**src/rtl/pe_pkg.sv**
```systemverilog
// Shared types and sizing constants for the PE feeder.
package pe_pkg;

  localparam int unsigned DATA_W      = 16;
  localparam int unsigned IFMAP_DEPTH = 12;
  localparam int unsigned FILT_DEPTH  = 256;
  localparam int unsigned PSUM_DEPTH  = 32;
  localparam int unsigned PTR_W       = 5;

  typedef enum logic [2:0] {
    StIdle,
    StLoadF,
    StLoadI,
    StCompute,
    StCapture,
    StDrain
  } state_e;

  // True when a zero-based counter is on the final item of an n-item run.
  function automatic logic is_last(logic [8:0] cnt, logic [8:0] n);
    return cnt == (n - 9'd1);
  endfunction

endpackage

```
**src/rtl/psum_buf.sv**
```systemverilog
// 32-entry psum FIFO; pointers wrap naturally, occupancy tracked separately.
module psum_buf
  import pe_pkg::*;
(
  input  logic              clk,
  input  logic              rst,
  input  logic              i_clr,
  input  logic              i_push,
  input  logic [DATA_W-1:0] i_wdata,
  input  logic              i_pop,
  output logic [DATA_W-1:0] o_rdata,
  output logic              o_empty
);

  logic [DATA_W-1:0] r_mem [PSUM_DEPTH];
  logic [PTR_W-1:0]  r_wr_ptr;
  logic [PTR_W-1:0]  r_rd_ptr;
  logic [PTR_W:0]    r_count;
  logic              w_push;
  logic              w_pop;

  assign o_empty = (r_count == '0);
  assign w_push  = i_push && (r_count < (PTR_W+1)'(PSUM_DEPTH));
  assign w_pop   = i_pop && !o_empty;
  assign o_rdata = r_mem[r_rd_ptr];

  // Storage array; data needs no reset since occupancy gates every read.
  always_ff @(posedge clk) begin
    if (w_push) begin
      r_mem[r_wr_ptr] <= i_wdata;
    end
  end

  // Pointer and occupancy bookkeeping; clear empties the buffer in one cycle.
  always_ff @(posedge clk) begin
    if (rst || i_clr) begin
      r_wr_ptr <= '0;
      r_rd_ptr <= '0;
      r_count  <= '0;
    end else begin
      if (w_push) r_wr_ptr <= r_wr_ptr + PTR_W'(1);
      if (w_pop)  r_rd_ptr <= r_rd_ptr + PTR_W'(1);
      unique case ({w_push, w_pop})
        2'b10:   r_count <= r_count + (PTR_W+1)'(1);
        2'b01:   r_count <= r_count - (PTR_W+1)'(1);
        default: r_count <= r_count;
      endcase
    end
  end

endmodule

```
**src/rtl/pe_feeder.sv**
```systemverilog
// Sequences one PE pass: filter load, ifmap load, compute, psum capture, drain.
module pe_feeder
  import pe_pkg::*;
(
  input  logic              clk,
  input  logic              rst,
  input  logic              go,
  input  logic [4:0]        P,
  input  logic [2:0]        Q,
  input  logic [3:0]        S,
  input  logic [DATA_W-1:0] in_data,
  input  logic              in_valid,
  output logic              in_ready,
  output logic [DATA_W-1:0] pe_data,
  output logic              load_f,
  output logic              load_i,
  output logic              start,
  input  logic              compute_complete,
  input  logic [DATA_W-1:0] psum_in,
  output logic [DATA_W-1:0] out_data,
  output logic              out_valid,
  input  logic              out_ready,
  output logic              busy,
  output logic              done,
  output logic              err
);

  state_e      r_state, w_state_nxt;
  logic [8:0]  r_cnt, w_cnt_nxt;
  logic [8:0]  r_nf;
  logic [6:0]  r_ni;
  logic [4:0]  r_np;
  logic        r_err, r_done;
  logic [11:0] w_nf_full;
  logic [6:0]  w_ni;
  logic        w_cfg_ok;
  logic        w_accept, w_reject, w_last_pop;
  logic        w_push, w_pop, w_clr, w_empty;

  // Full-width product so oversized configs are caught before truncation.
  assign w_nf_full = 12'(P) * 12'(Q) * 12'(S);
  assign w_ni      = 7'(Q) * 7'(S);
  assign w_cfg_ok  = (P != '0) && (Q != '0) && (S != '0) &&
                     (w_nf_full <= 12'(FILT_DEPTH)) && (w_ni <= 7'(IFMAP_DEPTH));

  assign pe_data = in_data;
  assign busy    = (r_state != StIdle);
  assign done    = r_done;
  assign err     = r_err;

  // State, counter, config latch and pulse registers.
  always_ff @(posedge clk) begin
    if (rst) begin
      r_state <= StIdle;
      r_cnt   <= '0;
      r_nf    <= '0;
      r_ni    <= '0;
      r_np    <= '0;
      r_err   <= 1'b0;
      r_done  <= 1'b0;
    end else begin
      r_state <= w_state_nxt;
      r_cnt   <= w_cnt_nxt;
      r_err   <= w_reject;
      r_done  <= w_last_pop;
      if (w_accept) begin
        r_nf <= w_nf_full[8:0];
        r_ni <= w_ni;
        r_np <= P;
      end
    end
  end

  // Next-state and strobe decode.
  always_comb begin
    w_state_nxt = r_state;
    w_cnt_nxt   = r_cnt;
    in_ready    = 1'b0;
    load_f      = 1'b0;
    load_i      = 1'b0;
    start       = 1'b0;
    out_valid   = 1'b0;
    w_push      = 1'b0;
    w_pop       = 1'b0;
    w_clr       = 1'b0;
    w_accept    = 1'b0;
    w_reject    = 1'b0;
    w_last_pop  = 1'b0;
    unique case (r_state)
      StIdle: begin
        if (go) begin
          if (w_cfg_ok) begin
            w_accept    = 1'b1;
            w_state_nxt = StLoadF;
            w_cnt_nxt   = '0;
          end else begin
            w_reject = 1'b1;
          end
        end
      end
      StLoadF: begin
        in_ready = 1'b1;
        load_f   = in_valid;
        if (in_valid) begin
          if (is_last(r_cnt, r_nf)) begin
            w_state_nxt = StLoadI;
            w_cnt_nxt   = '0;
          end else begin
            w_cnt_nxt = r_cnt + 9'd1;
          end
        end
      end
      StLoadI: begin
        in_ready = 1'b1;
        load_i   = in_valid;
        if (in_valid) begin
          if (is_last(r_cnt, {2'b00, r_ni})) begin
            w_state_nxt = StCompute;
            w_cnt_nxt   = '0;
          end else begin
            w_cnt_nxt = r_cnt + 9'd1;
          end
        end
      end
      StCompute: begin
        start = 1'b1;
        if (compute_complete) begin
          w_state_nxt = StCapture;
          w_clr       = 1'b1;
          w_cnt_nxt   = '0;
        end
      end
      StCapture: begin
        w_push = 1'b1;
        if (is_last(r_cnt, {4'b0000, r_np})) begin
          w_state_nxt = StDrain;
          w_cnt_nxt   = '0;
        end else begin
          w_cnt_nxt = r_cnt + 9'd1;
        end
      end
      StDrain: begin
        out_valid = !w_empty;
        if (out_valid && out_ready) begin
          w_pop = 1'b1;
          if (is_last(r_cnt, {4'b0000, r_np})) begin
            w_state_nxt = StIdle;
            w_last_pop  = 1'b1;
            w_cnt_nxt   = '0;
          end else begin
            w_cnt_nxt = r_cnt + 9'd1;
          end
        end
      end
      default: w_state_nxt = StIdle;
    endcase
  end

  psum_buf u_psum_buf (
    .clk     (clk),
    .rst     (rst),
    .i_clr   (w_clr),
    .i_push  (w_push),
    .i_wdata (psum_in),
    .i_pop   (w_pop),
    .o_rdata (out_data),
    .o_empty (w_empty)
  );

endmodule

```
**config.mk**
```make
export PLATFORM = sky130hd
export DESIGN_NAME = pe_feeder
export DESIGN_NICKNAME = d
export VERILOG_FILES = /design/src/rtl/pe_pkg.sv /design/src/rtl/psum_buf.sv /design/src/rtl/pe_feeder.sv
export SDC_FILE = /design/constraint.sdc
export NUM_CORES = 1
export LEC_CHECK = 0
export CORE_MARGIN = 4
export CORE_UTILIZATION = 40
export DETAILED_ROUTE_END_ITERATION = 8
export GPL_TIMING_DRIVEN = 0
export MAX_ROUTING_LAYER = met4
export SYNTH_ARGS = -nofsm -noshare
export SYNTH_HDL_FRONTEND = slang
export SYNTH_SLANG_ARGS = --single-unit
export TNS_END_PERCENT = 100
```
**constraint.sdc**
```tcl
create_clock -name clk -period 9 [get_ports clk]
set_input_delay 2.7 -clock clk [delete_from_list [all_inputs] [get_ports clk]]
set_output_delay 2.7 -clock clk [all_outputs]
set_load 0.01 [all_outputs]
```
==> run metrics <==
Worst Path Required=9.44 ns; WL per Instance=23.30 µm; P_leak=9.203 nW; Die W=256.5 µm; Yosys cell types=68; Hold/Removal Path Class=register to register; asr flop ratio synth=0; Tot Pwr=5.835 mW; RSZ-0062 raised after global routing=false; syn nets=1512; # IOs=90; HP Start=r_ni[6]; leading cell types in the layout, fill and taps excluded=512 x edfxtp_1, 160 x mux4_2, 65 x clkbuf_1; post-CTS setup buffer count=0; R2R cell count=14; flip-flop and latch area=16500 µm²; CTS clk-pin slew, worst paths=0.06 ns; drt via density=5.466; Port Buf Inserts=71; Syn Std Cell Area=24710 µm²; Starting Density=0.4071; CP startpoint kind=input pin; core box area=60700 µm²; Post-synth EDFFs=512; share of layout cells above drive strength 1=0.2305; Root Driver=clkbuf_16; largest net degree at the start of global routing=33; Rel. slew slack=0.09186; Final Wtd Congestion=0.8503; Tot GR Track Use=0.1721; Worst EP arrival=9.08 ns; period utilization=0.9597; final setup vio count=0; GRT met2 Usage=0.2659; hold buffer count at cts=0; post-synthesis instance total=1399; CP Max Fanout=10; Fmax=0.1158 GHz; sequential share of the synthesized area=0.6677; Power Dens Cells=203.3 nW/µm²; clock skew=0.06532 ns; first-pass GRT wire length=83.37 mm; CTS Buffer Depth=3; commonest non-fill, non-tap cell in the layout=edfxtp_1; via count=13050; Max-cap violations=0; status=completed; row cnt=90; met1 usage=0.2465; CTS tree=yes; Syn-to-layout area delta=16.19%; Worst Hold End=r_ni[6]; Hold WS=0.5214 ns; worst vdd ir=0.0001558 V; CTS resizes=0; Mapped Avg Cell Area=17.66 µm²; Final nets=1665; YS warnings=0; multi-input logic area=7632 µm²; measured slew at the worst slew-check pin=1.358 ns; R2R setup slack=5.45 ns; Clk Latency, worst-skew pair=0.65 ns; Final ANT Viol Nets=0; Layout Utilization=0.4730; height of the chip=256.5 µm; number of fill cells=5125; Worst Hold Depth=1; global route total overflow=0; Slew Viols, Final=0; final hold vios=0; Worst Setup End Kind=register; critical path class=input pin to register; Synth Flop Type=edfxtp_1; H-tree levels=2; grt met3 use=0.02181; die area=65810 µm²; fin crit period=8.638 ns; CTS sink cnt=568; Routed WL=55.61 mm; Initial DRC Count=1011; vias in the first global route=13040; Final HPWL DP=37.67 mm; initial antenna violation count=1; DRC=0; reg-to-reg startpoint=r_state[1]; total CTS buffers=61; Synth Register Bits=568; # diodes=0; busiest grt layer=met2; R2R Path End=u_psum_buf.r_count[5]; 1st-pass router iterations=5
==> registers in the layout (all words and copies together), names as in the netlist, named ones only <==
| register | count |
|---|---|
| r_ni | 7 |
| err | 1 |
| u_psum_buf.r_mem | 512 |
| r_state | 3 |
| r_np | 5 |
| r_cnt | 9 |
| done | 1 |
| r_nf | 9 |
| u_psum_buf.r_wr_ptr | 5 |
| u_psum_buf.r_count | 6 |
| u_psum_buf.r_rd_ptr | 5 |
==> cell type report <==
type / count / area share
clock inverter: 34 / 0.01281
inverter: 55 / 0.007192
buffer: 89 / 0.01639
clock buffer: 82 / 0.05627
multi-input combinational: 687 / 0.2659
sequential: 568 / 0.5746
timing repair buffer: 90 / 0.03273
tap: 782 / 0.03408
==> through the flow <==
step	worst slack (ns)	area [µm²]	setup TNS [ns]	std cells
after floorplan	1.020	24710	0	1399
after global placement	-0.3856	26400	-9.733	2252
after detailed placement	-0.4338	26750	-10.72	2271
after CTS	0.1734	28730	0	2387
after global routing	0.007151	28710	0	2387
final	0.3625	28710	0	2387
==> metal layers <==
metal / vias to the layer above / share of wire / wire [µm]
met5: - / 0 / 0
met4: 0 / 0.020 / 1123
met3: 72 / 0.057 / 3165
met2: 353 / 0.47 / 26320
met1: 6784 / 0.45 / 25000
li1: 5838 / - / -
==> report_power, final <==
part           internal [mW]  switching (mW)
sequential              2.88          0.0120
combinational          0.204           0.292
clock                   1.41            1.03
==> critical path: stages <==
cell	delay [ns]
clkdlybuf4s50_1	0.59
clkbuf_2	0.27
nand2_1	0.11
fa_1	0.61
inv_1	0.06
ha_1	0.26
a21o_1	0.18
a21oi_1	0.23
xnor2_1	0.17
and2_1	0.20
fa_1	0.53
inv_1	0.06
fa_1	0.53
inv_1	0.04
ha_1	0.37
and3_4	0.24
a2111oi_4	0.35
xnor2_1	0.14
o41ai_1	0.52
nand3_2	0.23
o311ai_4	0.51
o221ai_1	0.18
==> kinds of logic (layout without fill, tap and decap cells) <==
family / count (synthesis) / in the layout / synth area share
flops: 568 / 568 / 0.6677
simple gates: 277 / 277 / 0.05657
mux: 198 / 198 / 0.1622
buf+inv: 144 / 350 / 0.02735
compound gates: 101 / 101 / 0.03125
fa+ha+maj: 63 / 63 / 0.03798
xor+xnor: 48 / 48 / 0.01702
==> Yosys cell counts, types with 21 or more instances <==
cell type / n / share of area
edfxtp_1: 512 / 0.62
mux4_2: 160 / 0.15
nor2_1: 93 / 0.014
dfxtp_1: 56 / 0.045
inv_1: 55 / 0.0084
clkbuf_1: 46 / 0.0070
nand2_1: 44 / 0.0067
ha_1: 43 / 0.022
and2_1: 30 / 0.0076
xnor2_1: 27 / 0.0096
nor3_1: 22 / 0.0045
a21oi_1: 21 / 0.0043
xor2_1: 21 / 0.0074
==> worst max-delay path by stage <==
| stage | start | to | slack, ns | depth (start not counted) |
|---|---|---|---|---|
| final | Q[0] | r_cnt[4] | 0.36 | 22 |
| after global routing | Q[0] | r_cnt[2] | 0.007 | 22 |
| after CTS | Q[0] | r_cnt[4] | 0.17 | 22 |
| after detailed placement | Q[0] | r_cnt[4] | -0.43 | 22 |
| after global placement | Q[0] | r_nf[1] | -0.39 | 24 |
| after floorplan | Q[0] | r_cnt[2] | 1.02 | 21 |
Note: power is estimated with default switching activity, not from simulation.
